<file path="config.mk">
export PLATFORM = sky130hd
export DESIGN_NAME = hpi_txn_arbiter
export DESIGN_NICKNAME = d
export VERILOG_FILES = /design/src/rtl/hpi_txn_arbiter.sv
export SDC_FILE = /design/constraint.sdc
export NUM_CORES = 1
export LEC_CHECK = 0
export ABC_AREA = 1
export CORE_ASPECT_RATIO = 1.4
export CORE_MARGIN = 1.5
export CORE_UTILIZATION = 43
export DETAILED_ROUTE_END_ITERATION = 6
export GPL_ROUTABILITY_DRIVEN = 1
export GPL_TIMING_DRIVEN = 0
export PLACE_DENSITY_LB_ADDON = 0.2
export SLEW_MARGIN = 20
export SYNTH_ARGS = -nofsm -noshare
export SYNTH_HDL_FRONTEND = slang
export SYNTH_SLANG_ARGS = --single-unit
</file>
<file path="constraint.sdc">
create_clock -name Clk -period 1.4 [get_ports Clk]
set_input_delay 0.28 -clock Clk [delete_from_list [all_inputs] [get_ports Clk]]
set_output_delay 0.28 -clock Clk [all_outputs]
set_load 0.05 [all_outputs]
</file>
<file path="src/rtl/hpi_txn_arbiter.sv">
// Round-robin arbiter that runs one requester's read/write at a time on the HPI bus with programmable setup/strobe/hold phases.
// Accept pulse follows a sampled request by one cycle; completion pulses 1+SETUP+STROBE+HOLD cycles after accept.
module hpi_txn_arbiter #(
  parameter int SETUP_CYC  = 1,
  parameter int STROBE_CYC = 3,
  parameter int HOLD_CYC   = 1
) (
  input  logic        Clk,
  input  logic        Reset,
  input  logic        req0_valid,
  output logic        req0_ready,
  input  logic        req0_write,
  input  logic [1:0]  req0_addr,
  input  logic [15:0] req0_wdata,
  input  logic        req1_valid,
  output logic        req1_ready,
  input  logic        req1_write,
  input  logic [1:0]  req1_addr,
  input  logic [15:0] req1_wdata,
  output logic        rsp0_valid,
  output logic        rsp1_valid,
  output logic [15:0] rsp_rdata,
  output logic [1:0]  hpi_addr,
  output logic [15:0] hpi_data_out,
  input  logic [15:0] hpi_data_in,
  output logic        hpi_r,
  output logic        hpi_w,
  output logic        hpi_cs,
  output logic        busy
);

  localparam logic [1:0] ST_IDLE   = 2'd0;
  localparam logic [1:0] ST_SETUP  = 2'd1;
  localparam logic [1:0] ST_STROBE = 2'd2;
  localparam logic [1:0] ST_HOLD   = 2'd3;

  localparam logic [3:0] SETUP_LD  = 4'(SETUP_CYC - 1);
  localparam logic [3:0] STROBE_LD = 4'(STROBE_CYC - 1);
  localparam logic [3:0] HOLD_LD   = 4'(HOLD_CYC - 1);

  logic [1:0]  state_q, state_d;
  logic [3:0]  cnt_q, cnt_d;
  logic        last_q, last_d;
  logic        gnt_q, gnt_d;
  logic        wr_q, wr_d;
  logic [1:0]  addr_q, addr_d;
  logic [15:0] wdata_q, wdata_d;
  logic        ready0_q, ready0_d, ready1_q, ready1_d;
  logic        rsp0_q, rsp0_d, rsp1_q, rsp1_d;
  logic [15:0] rdata_q, rdata_d;
  logic        cs_q, cs_d, r_q, r_d, w_q, w_d, busy_q, busy_d;
  logic [1:0]  haddr_q, haddr_d;
  logic [15:0] hdata_q, hdata_d;

  logic phase_done, grant_en, pick1, bus_on;

  always_comb begin
    state_d    = state_q;
    cnt_d      = cnt_q;
    phase_done = (cnt_q == 4'd0);
    case (state_q)
      ST_IDLE: begin
        // The accept cycle itself is an IDLE cycle; the bus phases start right after it.
        if (ready0_q || ready1_q) begin
          state_d = ST_SETUP;
          cnt_d   = SETUP_LD;
        end
      end
      ST_SETUP: begin
        if (phase_done) begin
          state_d = ST_STROBE;
          cnt_d   = STROBE_LD;
        end else begin
          cnt_d = cnt_q - 4'd1;
        end
      end
      ST_STROBE: begin
        if (phase_done) begin
          state_d = ST_HOLD;
          cnt_d   = HOLD_LD;
        end else begin
          cnt_d = cnt_q - 4'd1;
        end
      end
      default: begin
        if (phase_done) begin
          state_d = ST_IDLE;
          cnt_d   = 4'd0;
        end else begin
          cnt_d = cnt_q - 4'd1;
        end
      end
    endcase

    // On a tie the requester that was not granted last wins.
    pick1    = req1_valid && (!req0_valid || !last_q);
    grant_en = (state_d == ST_IDLE) && (req0_valid || req1_valid);
    ready0_d = grant_en && !pick1;
    ready1_d = grant_en && pick1;
    last_d   = grant_en ? pick1 : last_q;
    gnt_d    = grant_en ? pick1 : gnt_q;
    wr_d     = grant_en ? (pick1 ? req1_write : req0_write) : wr_q;
    addr_d   = grant_en ? (pick1 ? req1_addr  : req0_addr)  : addr_q;
    wdata_d  = grant_en ? (pick1 ? req1_wdata : req0_wdata) : wdata_q;

    rsp0_d  = (state_q == ST_HOLD) && phase_done && !gnt_q;
    rsp1_d  = (state_q == ST_HOLD) && phase_done && gnt_q;
    rdata_d = ((state_q == ST_STROBE) && phase_done && !wr_q) ? hpi_data_in : rdata_q;

    bus_on  = (state_d != ST_IDLE);
    busy_d  = bus_on;
    cs_d    = !bus_on;
    r_d     = !((state_d == ST_STROBE) && !wr_q);
    w_d     = !((state_d == ST_STROBE) && wr_q);
    haddr_d = bus_on ? addr_q : 2'd0;
    hdata_d = (bus_on && wr_q) ? wdata_q : 16'd0;
  end

  always_ff @(posedge Clk) begin
    if (Reset) begin
      state_q  <= ST_IDLE;
      cnt_q    <= 4'd0;
      last_q   <= 1'b1;
      gnt_q    <= 1'b0;
      wr_q     <= 1'b0;
      addr_q   <= 2'd0;
      wdata_q  <= 16'd0;
      ready0_q <= 1'b0;
      ready1_q <= 1'b0;
      rsp0_q   <= 1'b0;
      rsp1_q   <= 1'b0;
      rdata_q  <= 16'd0;
      cs_q     <= 1'b1;
      r_q      <= 1'b1;
      w_q      <= 1'b1;
      busy_q   <= 1'b0;
      haddr_q  <= 2'd0;
      hdata_q  <= 16'd0;
    end else begin
      state_q  <= state_d;
      cnt_q    <= cnt_d;
      last_q   <= last_d;
      gnt_q    <= gnt_d;
      wr_q     <= wr_d;
      addr_q   <= addr_d;
      wdata_q  <= wdata_d;
      ready0_q <= ready0_d;
      ready1_q <= ready1_d;
      rsp0_q   <= rsp0_d;
      rsp1_q   <= rsp1_d;
      rdata_q  <= rdata_d;
      cs_q     <= cs_d;
      r_q      <= r_d;
      w_q      <= w_d;
      busy_q   <= busy_d;
      haddr_q  <= haddr_d;
      hdata_q  <= hdata_d;
    end
  end

  assign req0_ready   = ready0_q;
  assign req1_ready   = ready1_q;
  assign rsp0_valid   = rsp0_q;
  assign rsp1_valid   = rsp1_q;
  assign rsp_rdata    = rdata_q;
  assign hpi_addr     = haddr_q;
  assign hpi_data_out = hdata_q;
  assign hpi_r        = r_q;
  assign hpi_w        = w_q;
  assign hpi_cs       = cs_q;
  assign busy         = busy_q;

endmodule

</file>
==> qor.yml, run 1 <==
run_status:
  status: "finished with violations"
  violations: "negative setup slack"
setup_path:
  r2r_cells: 8
  setup.worst_path.class: "flip-flop to flip-flop"
  crit_path_start_kind: "flip-flop"
  crit_required_ns: 1.68
  cp-end-kind: "flip-flop"
  reg2reg_to: "hpi_data_out[8]$_SDFF_PP0_"
  path_max_fanout: 5
  arrival_ns: 1.71
  rr_startpoint: "cnt_q[0]$_SDFFE_PP0P_"
  r2r_slack_ns: -0.03
timing:
  post-route-period-util_pct: 102
  setup_violations: 25
  slew_headroom_pct: 66.9
  finalWorstSetupSlack_ns: -0.0317
  timing.fmax_mhz: 698
  hold_violations: 0
  rsz0062_at_grt: "yes"
  tns_ns: -0.290
  period_needed_ns: 1.43
  clock_skew_ns: 0.00877
  tightestPinTransition_ns: 0.497
  slew_viol_final: 0
hold_path:
  worstHoldStart: "addr_q[0]$_SDFFE_PP0P_"
  holdPathStages: 2
  hold_path_class: "flip-flop to flip-flop"
  hold_path_end: "hpi_addr[0]$_SDFF_PP0_"
synth:
  synth_cell_types: 22
  synthMuxAreaShare_pct: 0
  ys_ff_latch: 69
  yosys_warnings: 0
  synth_compound_area_share_pct: 8.71
  synth_top_family_by_area: "simple AND/OR/NAND/NOR gates"
  syn_area_per_cell_um2: 7.54
  synth_nets: 407
  async_reset_ff_share_pct: 0
  syn-instance-count: 349
  synth_area_mm2: 0.00263
  synth_seq_area_share_pct: 52.5
  synth_simple_gate_area_share_pct: 30.7
  synth_xor_area_share_pct: 0
  synth_adder_area_share_pct: 0
  synth_top_flop_cell: "dfxtp_1"
  synth_edf_count: 0
placed_design:
  place_congestion: 0.796
  preCtsSetupSlack_ns: -0.485
  dpl.cell_count: 518
  dp_hpwl_mm: 4.58
  placed_area_mm2: 0.00371
  numPortBuffers: 99
cts:
  numClockSinks: 69
  clk_path_buf_depth: 2
  cts_root_buf: "clkbuf_8"
  cts_tree: "yes"
  cts.clk_slew.worst_paths_ns: 0.08
  clk_latency_ns: 0.34
  cts_hold_buf: 0
  h-tree-depth: 3
  cts_made_buffers: 9
drt:
  post_drt_wl_per_cell_um: 12.2
  dr.pass1.iters: 4
  drtIter0Drc: 102
  vias: 2565
  totalWireLength_mm: 6.56
  drc: 0
  ant_nets: 0
  vias_per_cell: 4.77
floorplanning:
  row_count: 33
  die_x_um: 69.1
  io_pins: 100
  die_area_mm2: 0.00660
  core_mm2: 0.00586
  die_y_um: 95.5
  start_util_pct: 44.9
power_and_ir_drop:
  power_density_mw_per_mm2: 2060
  internal-power_w: 0.00503
  p_clk_share_pct: 21.3
  ir_worst_vdd_uv: 1070
  p_total_w: 0.00859
  net-switching-power_w: 0.00356
  power.share.switching_pct: 41.4
  p_leak_nw: 1.68
  pwr-share-seq_pct: 32.7
  p_comb_share_pct: 46.0
global_routing:
  grt_pass1_vias: 2442
  grt_pass1_wl_mm: 10.8
  grt_antenna_before_repair: 0
  grt_usage_pct: 20.2
  grt_max_degree: 20
  overflow: 0
flow_run:
  max-cap-violations: 0
finish:
  diodes: 0
  final_cell_area_mm2: 0.00417
  final_common_cell: "nand2_1"
  finalNonFillerCells: 538
  final_cell_mix: "91 x nand2_1, 64 x dfxtp_1, 58 x nor2_1"
  drive_gt1_share_pct: 21.2
  area_growth_pct: 58.6
  nets: 521
-- power groups by stage --
stage	Combinational (W)	Clock (W)	Sequential (W)
3_3_place_gp	0.00355	0	0.00279
6_report	0.00395	0.00183	0.00281
5_1_grt	0.00428	0.00196	0.00289
3_5_place_dp	0.00359	0	0.00281
4_1_cts	0.00370	0.00186	0.00280
2_1_floorplan	0.00175	0	0.00358
-- cells in the mapped netlist (2+ instances only) --
master	number	area, µm²
o21ai_0	21	105
buf_4	5	37.5
inv_1	27	101
buf_2	5	25.0
nand3_1	3	15.0
nand2_2	3	18.8
clkbuf_1	8	30.0
nand3_2	3	30.0
nor2_1	59	221
dfxtp_1	69	1380
nor3_1	2	10.0
nand4_1	20	125
a21oi_1	23	115
nand2_1	92	345
nor2_2	2	12.5
-- worst max-delay path: stages (launching register included) --
cell       delay, ns
dfxtp_2         0.35
nor2_4          0.18
nand2_1         0.12
nand2_2         0.10
nand3_4         0.11
nand2_2         0.12
nand3_4         0.12
clkbuf_16       0.19
nor2_1          0.09
-- per-layer routing --
layer / vias up / wire length [µm] / track usage (%)
li1: 1338 / - / -
met1: 1132 / 2830 / 22.9
met2: 83 / 3240 / 36.7
met3: 12 / 347 / 4.02
met4: 0 / 142 / 8.66
met5: - / 0 / 0
-- stage by stage --
step,hold WS (ns),util [%]
detailed placement,0.416,63.3
CTS,0.417,69.4
floorplan,0.402,-
global placement,0.413,63.3
global route,0.443,71.1
finish,0.420,71.1
-- what timing repair did --
item | 4_1_cts | 5_1_grt
pin swaps | 2 | 4
endpoints found under the setup margin | 90 | 52
setup buffers | 2 | 2
resized for setup | 145 | 17
cloned | 0 | 1
-- logic make-up after synthesis --
logic type / Yosys count
AO/OA/AOI/OAI: 45
AND/OR/NAND/NOR: 187
flip-flops: 69
buffers and inverters: 48
-- cell type report --
| cell class | count | area (µm²) |
|---|---|---|
| Buffer | 19 | 149 |
| Clock buffer | 10 | 138 |
| Clock inverter | 6 | 93.8 |
| Fill cell | 477 | 1690 |
| Inverter | 28 | 105 |
| Multi-Input combinational cell | 232 | 1100 |
| Sequential cell | 69 | 1390 |
| Tap cell | 70 | 87.6 |
| Timing Repair Buffer | 104 | 1100 |
-- worst max-delay path by stage --
stage                     depth (start not counted)                           to  slack [ns]                  start
final                                             8   hpi_data_out[8]$_SDFF_PP0_       -0.03  cnt_q[0]$_SDFFE_PP0P_
after global routing                              6             hpi_w$_SDFF_PP1_       -0.16  state_q[0]$_SDFF_PP0_
after CTS                                         8  hpi_data_out[15]$_SDFF_PP0_       0.004  cnt_q[0]$_SDFFE_PP0P_
after detailed placement                          6      wdata_q[7]$_SDFFE_PP0P_       -0.48             req1_valid
after global placement                            4      wdata_q[1]$_SDFFE_PP0P_       -0.43                  Reset
after floorplan                                   7     wdata_q[10]$_SDFFE_PP0P_        0.11  cnt_q[3]$_SDFFE_PP0P_
-- state kept, by name, summed over array words and instances (netlist names) --
name / cells
last_q: 1
wr_q: 1
gnt_q: 1
wdata_q: 16
hpi_data_out: 16
hpi_r: 1
hpi_addr: 2
req0_ready: 1
hpi_cs: 1
busy: 1
addr_q: 2
state_q: 2
rsp1_valid: 1
cnt_q: 4
rsp_rdata: 16
rsp0_valid: 1
hpi_w: 1
req1_ready: 1
Note: power is estimated with default switching activity, not from simulation.
==> inputs of run 2 (changes only) <==
--- a/config.mk
+++ b/config.mk
@@ -10,7 +10,6 @@
 export CORE_MARGIN = 1.5
 export CORE_UTILIZATION = 43
 export DETAILED_ROUTE_END_ITERATION = 6
-export GPL_ROUTABILITY_DRIVEN = 1
 export GPL_TIMING_DRIVEN = 0
 export PLACE_DENSITY_LB_ADDON = 0.2
 export SLEW_MARGIN = 20
==> results of run 2 <==
Same layout as run 1: the final DEF is identical, and so are final timing and power.
==> inputs of run 3 (changes only) <==
--- a/config.mk
+++ b/config.mk
@@ -10,6 +10,7 @@
 export CORE_MARGIN = 1.5
 export CORE_UTILIZATION = 43
 export DETAILED_ROUTE_END_ITERATION = 6
+export GPL_ROUTABILITY_DRIVEN = 0
 export GPL_TIMING_DRIVEN = 0
 export PLACE_DENSITY_LB_ADDON = 0.2
 export SLEW_MARGIN = 20
==> results of run 3 <==
Same layout as run 1: the final DEF is identical, and so are final timing and power.
